**config.mk**
```make
export PLATFORM = sky130hd
export DESIGN_NAME = cen_seq_gen_flat
export DESIGN_NICKNAME = d
export VERILOG_FILES = /design/src/rtl/cen_seq_gen_pkg.sv /design/src/rtl/cen_seq_gen_if.sv /design/src/rtl/cen_seq_gen_lfsr.sv /design/src/rtl/cen_seq_gen.sv /design/src/flat_wrapper.sv
export SDC_FILE = /design/constraint.sdc
export NUM_CORES = 1
export LEC_CHECK = 0
export ABC_AREA = 1
export BUFFER_PORTS_ARGS = -buffer_cell sky130_fd_sc_hd__buf_2
export CAP_MARGIN = 30
export CORE_MARGIN = 2
export CORE_UTILIZATION = 43
export CTS_CLUSTER_SIZE = 20
export DETAILED_ROUTE_END_ITERATION = 10
export PLACE_DENSITY = 0.66
export SETUP_SLACK_MARGIN = 0.5
export SLEW_MARGIN = 0
export SYNTH_ARGS = -nofsm -noshare
export SYNTH_HDL_FRONTEND = slang
export SYNTH_SLANG_ARGS = --single-unit
```
**constraint.sdc**
```tcl
create_clock -name clock -period 3.24 [get_ports clock]
set_clock_uncertainty 0.1 [all_clocks]
set_input_delay 0.162 -clock clock [delete_from_list [all_inputs] [get_ports clock]]
set_output_delay 0.162 -clock clock [all_outputs]
set_load 0.02 [all_outputs]
```
**src/rtl/cen_seq_gen_pkg.sv**
```systemverilog
// Shared types and constants for the cen_seq_gen stimulus generator.
package cen_seq_pkg;

  typedef enum logic [2:0] {
    ST_IDLE,
    ST_LOAD,
    ST_HOLD,
    ST_GAP,
    ST_DONE
  } cen_seq_state_t;

  typedef enum logic [1:0] {
    MODE_ALL_ON    = 2'd0,
    MODE_WALK_ONE  = 2'd1,
    MODE_WALK_ZERO = 2'd2,
    MODE_LFSR      = 2'd3
  } cen_seq_mode_t;

  localparam logic [31:0] LFSR_MASK = 32'h8020_0003;

  // One step of the right-shifting Galois LFSR.
  function automatic logic [31:0] lfsr_advance(input logic [31:0] s);
    return {1'b0, s[31:1]} ^ (s[0] ? LFSR_MASK : 32'h0000_0000);
  endfunction

endpackage

```
**src/rtl/cen_seq_gen_if.sv**
```systemverilog
// Control/status bundle between a sequencer controller and cen_seq_gen.
interface cen_seq_gen_if #(
  parameter int unsigned LANES  = 32,
  parameter int unsigned HOLD_W = 20
);
  logic              start;
  logic              stop;
  logic [1:0]        mode;
  logic [HOLD_W-1:0] hold_cycles;
  logic [7:0]        num_patterns;
  logic [LANES-1:0]  cen;
  logic              busy;
  logic              done;
  logic [7:0]        pat_idx;

  modport master (
    output start, stop, mode, hold_cycles, num_patterns,
    input  cen, busy, done, pat_idx
  );

  modport slave (
    input  start, stop, mode, hold_cycles, num_patterns,
    output cen, busy, done, pat_idx
  );
endinterface

```
**src/rtl/cen_seq_gen_lfsr.sv**
```systemverilog
// 32-bit Galois LFSR with synchronous load of a parameter seed and single-step advance.
module cen_seq_lfsr
  import cen_seq_pkg::*;
#(
  parameter logic [31:0] SEED = 32'hACE1_0001
) (
  input  logic        clk_i,
  input  logic        rst_i,
  input  logic        load_i,
  input  logic        step_i,
  output logic [31:0] state_o,
  output logic [31:0] next_o
);

  // An all-zero state would lock up, so a zero seed becomes 1.
  localparam logic [31:0] SEED_EFF = (SEED == 32'h0) ? 32'h1 : SEED;

  logic [31:0] lfsr_q, lfsr_d;

  assign next_o  = lfsr_advance(lfsr_q);
  assign state_o = lfsr_q;

  // Load takes priority over step.
  always_comb begin
    lfsr_d = lfsr_q;
    if (load_i)      lfsr_d = SEED_EFF;
    else if (step_i) lfsr_d = next_o;
  end

  // LFSR state register.
  always_ff @(posedge clk_i) begin
    if (rst_i) lfsr_q <= SEED_EFF;
    else       lfsr_q <= lfsr_d;
  end

endmodule

```
**src/rtl/cen_seq_gen.sv**
```systemverilog
// Lane-enable pattern sequencer for the parallel enable-counter array.
// Optional hit counter enabled by defining CEN_SEQ_HIT_CHECK_EN.
module cen_seq_gen
  import cen_seq_pkg::*;
#(
  parameter int unsigned LANES      = 32,
  parameter int unsigned HOLD_W     = 20,
  parameter int unsigned GAP_CYCLES = 4,
  parameter logic [31:0] LFSR_SEED  = 32'hACE1_0001
) (
  input  logic          clock,
  input  logic          reset,
  cen_seq_gen_if.slave  bus
`ifdef CEN_SEQ_HIT_CHECK_EN
  ,
  input  logic          cout_in,
  output logic [7:0]    hit_cnt
`endif
);

  localparam int unsigned       GAP_W    = (GAP_CYCLES < 2) ? 1 : $clog2(GAP_CYCLES);
  localparam logic [GAP_W-1:0]  GAP_LAST = GAP_W'(GAP_CYCLES - 1);

  cen_seq_state_t    state_q, state_d;
  cen_seq_mode_t     mode_q, mode_d;
  logic [HOLD_W-1:0] hold_q, hold_d;
  logic [7:0]        num_q, num_d;
  logic [7:0]        pat_idx_q, pat_idx_d;
  logic [HOLD_W-1:0] hold_cnt_q, hold_cnt_d;
  logic [GAP_W-1:0]  gap_cnt_q, gap_cnt_d;
  logic [LANES-1:0]  cen_q, cen_d;
  logic              busy_q, busy_d;
  logic              done_q, done_d;

  logic              lfsr_load, lfsr_step;
  logic [31:0]       lfsr_cur, lfsr_nxt;
  logic [HOLD_W-1:0] hold_last;
  logic [7:0]        pat_last;
  logic              abort;
  logic              gap_end;

  function automatic logic [LANES-1:0] pattern(input cen_seq_mode_t m,
                                               input logic [7:0]    idx,
                                               input logic [31:0]   lf);
    logic [LANES-1:0] one;
    one = LANES'(1) << (32'(idx) % LANES);
    case (m)
      MODE_ALL_ON:    pattern = '1;
      MODE_WALK_ONE:  pattern = one;
      MODE_WALK_ZERO: pattern = ~one;
      default:        pattern = lf[LANES-1:0];
    endcase
  endfunction

  cen_seq_lfsr #(
    .SEED (LFSR_SEED)
  ) u_lfsr (
    .clk_i   (clock),
    .rst_i   (reset),
    .load_i  (lfsr_load),
    .step_i  (lfsr_step),
    .state_o (lfsr_cur),
    .next_o  (lfsr_nxt)
  );

  // hold_cycles of 0 behaves as 1; num_patterns of 0 wraps to a last index of 255.
  assign hold_last = (hold_q == '0) ? '0 : hold_q - HOLD_W'(1);
  assign pat_last  = num_q - 8'd1;
  assign abort     = bus.stop && (state_q != ST_IDLE);
  assign gap_end   = (state_q == ST_GAP) && (gap_cnt_q == GAP_LAST);

  // Next-state and registered-output logic; cen is computed one cycle ahead
  // so it lines up with the state it belongs to.
  always_comb begin
    state_d    = state_q;
    mode_d     = mode_q;
    hold_d     = hold_q;
    num_d      = num_q;
    pat_idx_d  = pat_idx_q;
    hold_cnt_d = hold_cnt_q;
    gap_cnt_d  = gap_cnt_q;
    cen_d      = '0;
    busy_d     = busy_q;
    done_d     = 1'b0;
    lfsr_load  = 1'b0;
    lfsr_step  = 1'b0;

    case (state_q)
      ST_IDLE: begin
        busy_d = 1'b0;
        if (bus.start && !bus.stop) begin
          state_d   = ST_LOAD;
          mode_d    = cen_seq_mode_t'(bus.mode);
          hold_d    = bus.hold_cycles;
          num_d     = bus.num_patterns;
          pat_idx_d = '0;
          lfsr_load = 1'b1;
          busy_d    = 1'b1;
        end
      end
      ST_LOAD: begin
        state_d    = ST_HOLD;
        hold_cnt_d = '0;
        cen_d      = pattern(mode_q, pat_idx_q, lfsr_cur);
      end
      ST_HOLD: begin
        if (hold_cnt_q == hold_last) begin
          state_d   = ST_GAP;
          gap_cnt_d = '0;
        end else begin
          hold_cnt_d = hold_cnt_q + HOLD_W'(1);
          cen_d      = pattern(mode_q, pat_idx_q, lfsr_cur);
        end
      end
      ST_GAP: begin
        if (gap_cnt_q == GAP_LAST) begin
          if (pat_idx_q == pat_last) begin
            state_d = ST_DONE;
            done_d  = 1'b1;
            busy_d  = 1'b0;
          end else begin
            state_d    = ST_HOLD;
            pat_idx_d  = pat_idx_q + 8'd1;
            lfsr_step  = 1'b1;
            hold_cnt_d = '0;
            // Next pattern uses the stepped LFSR value, visible only next cycle.
            cen_d      = pattern(mode_q, pat_idx_q + 8'd1, lfsr_nxt);
          end
        end else begin
          gap_cnt_d = gap_cnt_q + GAP_W'(1);
        end
      end
      ST_DONE: begin
        state_d = ST_IDLE;
        busy_d  = 1'b0;
      end
      default: begin
        state_d = ST_IDLE;
        busy_d  = 1'b0;
      end
    endcase

    if (abort) begin
      state_d   = ST_IDLE;
      cen_d     = '0;
      busy_d    = 1'b0;
      done_d    = 1'b0;
      pat_idx_d = pat_idx_q;
      lfsr_step = 1'b0;
    end
  end

  // State and output registers.
  always_ff @(posedge clock) begin
    if (reset) begin
      state_q    <= ST_IDLE;
      mode_q     <= MODE_ALL_ON;
      hold_q     <= '0;
      num_q      <= '0;
      pat_idx_q  <= '0;
      hold_cnt_q <= '0;
      gap_cnt_q  <= '0;
      cen_q      <= '0;
      busy_q     <= 1'b0;
      done_q     <= 1'b0;
    end else begin
      state_q    <= state_d;
      mode_q     <= mode_d;
      hold_q     <= hold_d;
      num_q      <= num_d;
      pat_idx_q  <= pat_idx_d;
      hold_cnt_q <= hold_cnt_d;
      gap_cnt_q  <= gap_cnt_d;
      cen_q      <= cen_d;
      busy_q     <= busy_d;
      done_q     <= done_d;
    end
  end

  assign bus.cen     = cen_q;
  assign bus.busy    = busy_q;
  assign bus.done    = done_q;
  assign bus.pat_idx = pat_idx_q;

`ifdef CEN_SEQ_HIT_CHECK_EN
  logic       hit_seen_q, hit_seen_d;
  logic [7:0] hit_cnt_q, hit_cnt_d;

  // Track whether cout_in was high during the current pattern window (HOLD..GAP end).
  always_comb begin
    hit_seen_d = hit_seen_q;
    hit_cnt_d  = hit_cnt_q;
    if (state_q == ST_LOAD) begin
      hit_seen_d = 1'b0;
      hit_cnt_d  = '0;
    end else if (abort || state_q == ST_IDLE || state_q == ST_DONE) begin
      hit_seen_d = 1'b0;
    end else if (gap_end) begin
      hit_seen_d = 1'b0;
      if ((hit_seen_q || cout_in) && hit_cnt_q != 8'hFF) hit_cnt_d = hit_cnt_q + 8'd1;
    end else if (cout_in) begin
      hit_seen_d = 1'b1;
    end
  end

  // Hit tracking registers.
  always_ff @(posedge clock) begin
    if (reset) begin
      hit_seen_q <= 1'b0;
      hit_cnt_q  <= '0;
    end else begin
      hit_seen_q <= hit_seen_d;
      hit_cnt_q  <= hit_cnt_d;
    end
  end

  assign hit_cnt = hit_cnt_q;
`endif

endmodule
```
**src/flat_wrapper.sv**
```systemverilog
// flat-port wrapper written by rule: the top's interface ports become plain ports
module cen_seq_gen_flat import cen_seq_pkg::*;
#(
  parameter int unsigned LANES      = 32,
  parameter int unsigned HOLD_W     = 20,
  parameter int unsigned GAP_CYCLES = 4,
  parameter logic [31:0] LFSR_SEED  = 32'hACE1_0001
)
  (clock, reset, bus_start, bus_stop, bus_mode, bus_hold_cycles, bus_num_patterns, bus_cen, bus_busy, bus_done, bus_pat_idx);
  cen_seq_gen_if #(.LANES(LANES), .HOLD_W(HOLD_W)) bus_i ();
  input  logic clock;
  input  logic reset;
  input wire logic [$bits(bus_i.start)-1:0] bus_start;
  input wire logic [$bits(bus_i.stop)-1:0] bus_stop;
  input wire logic [$bits(bus_i.mode)-1:0] bus_mode;
  input wire logic [$bits(bus_i.hold_cycles)-1:0] bus_hold_cycles;
  input wire logic [$bits(bus_i.num_patterns)-1:0] bus_num_patterns;
  output wire logic [$bits(bus_i.cen)-1:0] bus_cen;
  output wire logic [$bits(bus_i.busy)-1:0] bus_busy;
  output wire logic [$bits(bus_i.done)-1:0] bus_done;
  output wire logic [$bits(bus_i.pat_idx)-1:0] bus_pat_idx;
  assign bus_i.start = bus_start;
  assign bus_i.stop = bus_stop;
  assign bus_i.mode = bus_mode;
  assign bus_i.hold_cycles = bus_hold_cycles;
  assign bus_i.num_patterns = bus_num_patterns;
  assign bus_cen = bus_i.cen;
  assign bus_busy = bus_i.busy;
  assign bus_done = bus_i.done;
  assign bus_pat_idx = bus_i.pat_idx;
  cen_seq_gen #(.LANES(LANES), .HOLD_W(HOLD_W), .GAP_CYCLES(GAP_CYCLES), .LFSR_SEED(LFSR_SEED)) u_core (.clock(clock), .reset(reset), .bus(bus_i));
endmodule
```
==> results of run 1 <==
[layout make-up]
class	instances	area, µm²	share of cell area, %
clock buffers	22	474	4.77
clock inverters	6	108	1.08
inverters	122	458	4.60
multi-input cells	1008	5040	50.7
flip-flops and latches	129	2580	26.0
well taps	234	293	2.94
repair buffers	140	990	9.95
[cells by family (layout without fill, tap and decap cells)]
logic type / Yosys count / after routing / share of synthesized area (%)
AND/OR/NAND/NOR: 743 / 747 / 38.8
AO/OA/AOI/OAI: 213 / 213 / 14.9
buffers and inverters: 192 / 290 / 9.32
flip-flops: 129 / 129 / 31.4
XOR/XNOR: 37 / 37 / 3.94
adder cells (fa/ha/maj): 11 / 11 / 1.67
[routing by layer]
layer	vias up	share of wire [%]	track usage, %	routed length [µm]
met5	-	0	0	0
met4	0	2.1	8.39	537
met3	44	5.3	4.91	1360
met2	298	49	43.6	12600
met1	4137	44	32.1	11300
li1	4535	-	-	-
[sequential cells by signal (all words and copies together), names as in the netlist]
name,count
u_core.bus.busy,1
u_core.bus.cen,32
u_core.u_lfsr.state_o,32
u_core.hold_q,20
u_core.mode_q,2
u_core.hold_cnt_q,20
u_core.state_q,3
u_core.gap_cnt_q,2
u_core.bus.done,1
u_core.bus.pat_idx,8
u_core.num_q,8
[Yosys cell counts (4+ instances only)]
cell type / instances
clkinv_1: 4
nor3b_1: 4
a21oi_1: 67
inv_2: 5
nor3_1: 39
nor2_1: 163
o211ai_1: 38
nor4_1: 14
nand3_1: 93
clkbuf_1: 54
nand4_1: 23
a211oi_1: 4
inv_1: 113
buf_1: 4
o21ai_0: 89
xor2_1: 34
nand2_1: 383
nand3b_1: 4
buf_6: 5
buf_2: 7
dfxtp_1: 129
o311ai_0: 10
ha_1: 11
nand2_2: 4
[critical path, cell delays in order (launching register included)]
cell and delay (ns):
dfxtp_1 0.50, inv_2 0.19, ha_2 0.60, nand2_1 0.21, nor2_1 0.30, a21oi_1 0.10
o21ai_0 0.33, nand2_1 0.09, nand2_1 0.06, inv_1 0.04
[worst paths after layout]
check | start | end | cells past startpoint
setup / recovery | u_core.bus.pat_idx[2] | u_core.bus.cen[10] | 9
hold / removal | bus_stop | u_core.mode_q[0] | 4
setup reg to reg | u_core.bus.pat_idx[2] | u_core.bus.cen[10] | 9
hold reg to reg | u_core.gap_cnt_q[1] | u_core.gap_cnt_q[1] | 2
[power by group]
| group | switching (mW) | total (mW) | internal (mW) |
|---|---|---|---|
| Combinational | 1.86 | 2.75 | 0.893 |
| Sequential | 0.154 | 1.92 | 1.77 |
| Clock | 0.688 | 1.94 | 1.25 |
| Total | 2.70 | 6.61 | 3.91 |
[repair_timing]
item	in CTS	in global routing
hold buffers	31	0
endpoints found under the hold margin	34	0
buffers inserted	0	11
pin swaps	1	10
setup endpoints to repair	52	73
gates resized for setup	6	28
cloned	1	3
[per-stage QoR]
stage | utilization, % | worst slack [ns]
2_1_floorplan | - | 0.855
3_3_place_gp | 46.8 | 0.347
3_5_place_dp | 46.8 | 0.353
4_1_cts | 51.7 | 0.496
5_1_grt | 53.0 | 0.460
6_report | 53.0 | 0.611
==> flow_metrics.env, run 1 <==
export IMPL_p_per_area_nw_per_um2=665
export IMPL_cts_path_max_buffers=2
export IMPL_hp_class="in -> reg"
export IMPL_clk_pin_slew_worst_paths_ns=0.06
export IMPL_whs_ns=0.133
export IMPL_cts_max_level=4
export IMPL_layout_common_cells="nand2_1, nor2_1, dfxtp_1"
export IMPL_insertion_delay_ns=0.42
export IMPL_vdd_drop_max_uv=383
export IMPL_place_congestion=0.941
export IMPL_relSlewSlack_pct=43.7
export IMPL_place_area_um2=8780
export IMPL_wl_um=25800
export IMPL_max_cap_viol_count=0
export IMPL_final_common_cell="nand2_1"
export IMPL_routedWlPerCell_um=15.6
export IMPL_rsz0062_at_grt="yes"
export IMPL_synth_seq_cells=129
export IMPL_postSynthAreaPerCell_um2=6.21
export IMPL_synth_area_um2=8230
export IMPL_status="completed"
export IMPL_boundaryPins=76
export IMPL_antenna_found_initial=0
export IMPL_fillers=1932
export IMPL_grtUsageTotal_pct=25.4
export IMPL_rows=50
export IMPL_clock_sinks=129
export IMPL_nets=1463
export IMPL_cts_root_buf="clkbuf_16"
export IMPL_yosysSeqAreaShare_pct=31.4
export IMPL_initial_utilization_pct=43.9
export IMPL_die_y_um=142
export IMPL_design_area_um2=9950
export IMPL_cts_tree="yes"
export IMPL_synth_area_top_cells="dfxtp_1, nand2_1, nor2_1"
export IMPL_synth_nets=1370
export IMPL_io_buffers=75
export IMPL_setup_tns_ns=0
export IMPL_critPathLaunchType="register"
export IMPL_area_growth_pct=20.9
export IMPL_maxSlewViolCount=0
export IMPL_synth_cells=1325
export IMPL_grt_pass1_vias=8340
export IMPL_yosysTopAreaCellShare_pct=31.4
export IMPL_cellLeakagePower_nw=4.52
export IMPL_yosys_warnings=0
export IMPL_p_total_mw=6.61
export IMPL_vias_per_cell=5.43
export IMPL_yosys_most_used_dff="dfxtp_1"
export IMPL_grt_ovfl_total=0
export IMPL_min_period_over_period_pct=81.1
export IMPL_period_minus_slack_ns=2.63
export IMPL_placed_cells=1587
export IMPL_fin_cells=1661
export IMPL_cts_buffers_inserted=17
export IMPL_crit_type="reg -> reg"
export IMPL_setup_viol=0
export IMPL_crit_path_end_kind="register"
export IMPL_firstDrtPassIters=7
export IMPL_synth_top_cell_by_area="dfxtp_1"
export IMPL_ant_nets=0
export IMPL_hpwl_um=18300
export IMPL_ff2ff_setup_slack_ns=0.61
export IMPL_max_freq_mhz=380
export IMPL_core_area_um2=18800
export IMPL_critPathArrivalTime_ns=2.85
export IMPL_hold_viol_final=0
export IMPL_drc_errors=0
export IMPL_die_area_um2=20300
export IMPL_routed_via_count=9014
export IMPL_fp_dieW_um=142
export IMPL_grt_pass1_wl_um=41300
export IMPL_synthDistinctLibCells=39
export IMPL_cp_data_required_time_ns=3.46
export IMPL_tightest_slew_ns=0.843
export IMPL_crit_fanout=17
export IMPL_n_antenna_cell=0
export IMPL_grt_max_degree=51
export IMPL_async_flop_share_pct=0
export IMPL_synth_edf_count=0
export IMPL_drive_gt1_share_pct=13.0
export IMPL_dr_first_iter_drc_count=682
Note: power is estimated with default switching activity, not from simulation.
==> inputs of run 2 (changes only) <==
--- a/config.mk
+++ b/config.mk
@@ -12,7 +12,7 @@
 export CORE_UTILIZATION = 43
 export CTS_CLUSTER_SIZE = 20
 export DETAILED_ROUTE_END_ITERATION = 10
-export PLACE_DENSITY = 0.66
+export PLACE_DENSITY = 0.68
 export SETUP_SLACK_MARGIN = 0.5
 export SLEW_MARGIN = 0
 export SYNTH_ARGS = -nofsm -noshare
==> constraint.sdc (replaced) <==
create_clock -name clock -period 2.13 [get_ports clock]
set_clock_uncertainty 0.1 [all_clocks]
set_input_delay 0.1065 -clock clock [delete_from_list [all_inputs] [get_ports clock]]
set_output_delay 0.1065 -clock clock [all_outputs]
set_load 0.02 [all_outputs]
==> run 2 against run 1 <==
The flow now finishes with violations (setup timing). Cell count is 7.5% higher. Sequential share of layout area is 4.1 points lower. Cell area is 20% higher. Total power is 78% higher. Fmax is 4.4% higher. Utilization is 10 points higher. Global-route usage is 1.4 points higher. Critical path depth is 9 higher. Sequential power is 51% higher. Hold slack worse by 0.13 ns. Count of clock-buffer cells in the layout stayed put. Die area stayed put.
==> flow_metrics.env, run 2 (synthesis gave the netlist of run 1 again) <==
export IMPL_cts_buffers_inserted=17
export IMPL_fin_cells=1786
export IMPL_grt_max_degree=42
export IMPL_period_minus_slack_ns=2.52
export IMPL_p_per_area_nw_per_um2=988
export IMPL_ant_nets=0
export IMPL_die_y_um=142
export IMPL_ff2ff_setup_slack_ns=-0.39
export IMPL_grt_ovfl_total=0
export IMPL_final_util_pct=63.5
export IMPL_placed_cells=1705
export IMPL_cts_max_level=4
export IMPL_n_antenna_cell=0
export IMPL_reg2reg_to="u_core.bus.cen[2]"
export IMPL_relSlewSlack_pct=48.8
export IMPL_clock_sinks=129
export IMPL_fillers=1599
export IMPL_routedWlPerCell_um=15.9
export IMPL_setup_viol=95
export IMPL_crit_fanout=18
export IMPL_cts_path_max_buffers=2
export IMPL_cts_tree="yes"
export IMPL_cp_data_required_time_ns=2.36
export IMPL_place_congestion=1.00
export IMPL_cts_root_buf="clkbuf_16"
export IMPL_area_growth_pct=44.8
export IMPL_firstDrtPassIters=5
export IMPL_final_common_cell="nand2_1"
export IMPL_tightest_slew_ns=0.766
export IMPL_drive_gt1_share_pct=31.6
export IMPL_min_period_over_period_pct=118
export IMPL_nets=1584
export IMPL_maxSlewViolCount=0
export IMPL_max_cap_viol_count=0
export IMPL_max_freq_mhz=397
export IMPL_layout_setup_ws_ns=-0.388
export IMPL_status="complete, but fails checks"
export IMPL_violations="setup timing"
export IMPL_die_area_um2=20300
export IMPL_cellLeakagePower_nw=5.33
export IMPL_boundaryPins=76
export IMPL_min_from="reset"
export IMPL_routed_via_count=9786
export IMPL_wl_um=28400
export IMPL_insertion_delay_ns=0.43
export IMPL_hp_class="in -> reg"
export IMPL_fp_dieW_um=142
export IMPL_core_area_um2=18800
export IMPL_r2r_cells=18
export IMPL_p_total_mw=11.8
export IMPL_crit_path_end_kind="register"
export IMPL_min_to="u_core.num_q[2]"
export IMPL_grt_pass1_vias=8763
export IMPL_reg2reg_from="u_core.hold_q[1]"
export IMPL_critPathArrivalTime_ns=2.74
export IMPL_rsz0062_at_grt="yes"
export IMPL_rows=50
export IMPL_crit_type="reg -> reg"
export IMPL_vdd_drop_max_uv=654
export IMPL_critPathLaunchType="register"
export IMPL_grt_pass1_wl_um=43600
export IMPL_layout_common_cells="nand2_1, buf_4, dfxtp_1"
export IMPL_hold_viol_final=0
export IMPL_io_buffers=75
export IMPL_initial_utilization_pct=43.9
export IMPL_drc_errors=0
export IMPL_hpwl_um=18700
export IMPL_clk_pin_slew_worst_paths_ns=0.06
export IMPL_antenna_found_initial=0
export IMPL_vias_per_cell=5.48
export IMPL_whs_path_depth=5
export IMPL_dr_first_iter_drc_count=1192
export IMPL_grtUsageTotal_pct=26.8
-- run 2: cell count changes in the layout (fill, tap and decap cells not counted), moves of 16 or more --
| cell | previous run | this run |
|---|---|---|
| nor2_1 | 157 | 109 |
| nand3_2 | 3 | 19 |
| nand2_4 | 2 | 19 |
| nor2_2 | 5 | 31 |
| nand2_1 | 379 | 308 |
| nand3_1 | 93 | 76 |
| buf_4 | 29 | 134 |
| nand2_2 | 6 | 57 |
| o21ai_0 | 89 | 64 |
| nor2_4 | 6 | 28 |
-- run 2: how the worst max path moves through the flow --
stage / slack [ns] / cells after the start / startpoint / to
3_3_place_gp: -0.42 / 18 / u_core.hold_q[8] / u_core.bus.cen[4]
3_5_place_dp: -0.46 / 18 / u_core.hold_q[3] / u_core.bus.cen[4]
5_1_grt: -0.57 / 19 / u_core.hold_q[1] / u_core.bus.cen[0]
4_1_cts: -0.33 / 18 / u_core.hold_q[0] / u_core.state_q[2]
2_1_floorplan: -0.09 / 17 / u_core.hold_q[0] / u_core.hold_cnt_q[14]
6_report: -0.39 / 18 / u_core.hold_q[1] / u_core.bus.cen[2]
-- run 2: layer usage --
metal | global-route usage, % | part of all wire, % | vias up
li1 | - | - | 4781
met1 | 37.2 | 44 | 4530
met2 | 41.4 | 45 | 416
met3 | 6.12 | 8.3 | 59
met4 | 8.29 | 2.3 | 0
met5 | 0 | 0 | -
-- run 2: layout make-up --
cell class / count / area (µm²) / area share, %
inverters: 122 / 469 / 3.94
multi-input cells: 1007 / 5810 / 48.7
well taps: 234 / 293 / 2.46
clock inverters: 10 / 181 / 1.52
repair buffers: 262 / 2090 / 17.6
flip-flops and latches: 129 / 2610 / 21.9
clock buffers: 22 / 464 / 3.90
-- run 2: critical path, stage by stage (launching register included) --
cell     delay, ns
dfxtp_2       0.34
inv_2         0.08
ha_4          0.18
nand2_8       0.08
nor2_8        0.12
nand3_4       0.11
buf_12        0.17
nand4_1       0.11
nand2_2       0.07
nor2_2        0.10
nand2_1       0.07
nor2_2        0.15
nand3_2       0.15
nand2_8       0.18
nand2_8       0.13
nand2_2       0.13
nand2_2       0.05
nand2_2       0.07
inv_2         0.03
-- run 2: where the power goes --
part | internal [mW] | leakage [nW] | switching [mW]
Clock | 2.13 | 0.314 | 1.12
Combinational | 2.20 | 3.96 | 3.42
Sequential | 2.70 | 1.06 | 0.194
Total | 7.03 | 5.33 | 4.73
-- run 2: what timing repair did --
action	in CTS	in global routing
cloned	2	6
endpoints found under the hold margin	30	0
gates resized for setup	114	161
pin swaps	57	47
setup buffers	2	9
endpoints found under the setup margin	101	119
hold buffers	30	0
-- run 2: through the flow --
stage	hold WS, ns	instance area (µm²)	setup WS [ns]	setup TNS (ns)
finish	0.000404	11900	-0.388	-20.91
global route	0.0194	11900	-0.570	-35.67
CTS	0.00406	11200	-0.329	-15.76
detailed placement	0.267	9860	-0.462	-20.63
global placement	0.256	9860	-0.422	-18.06
floorplan	0.173	8390	-0.0865	-3.94
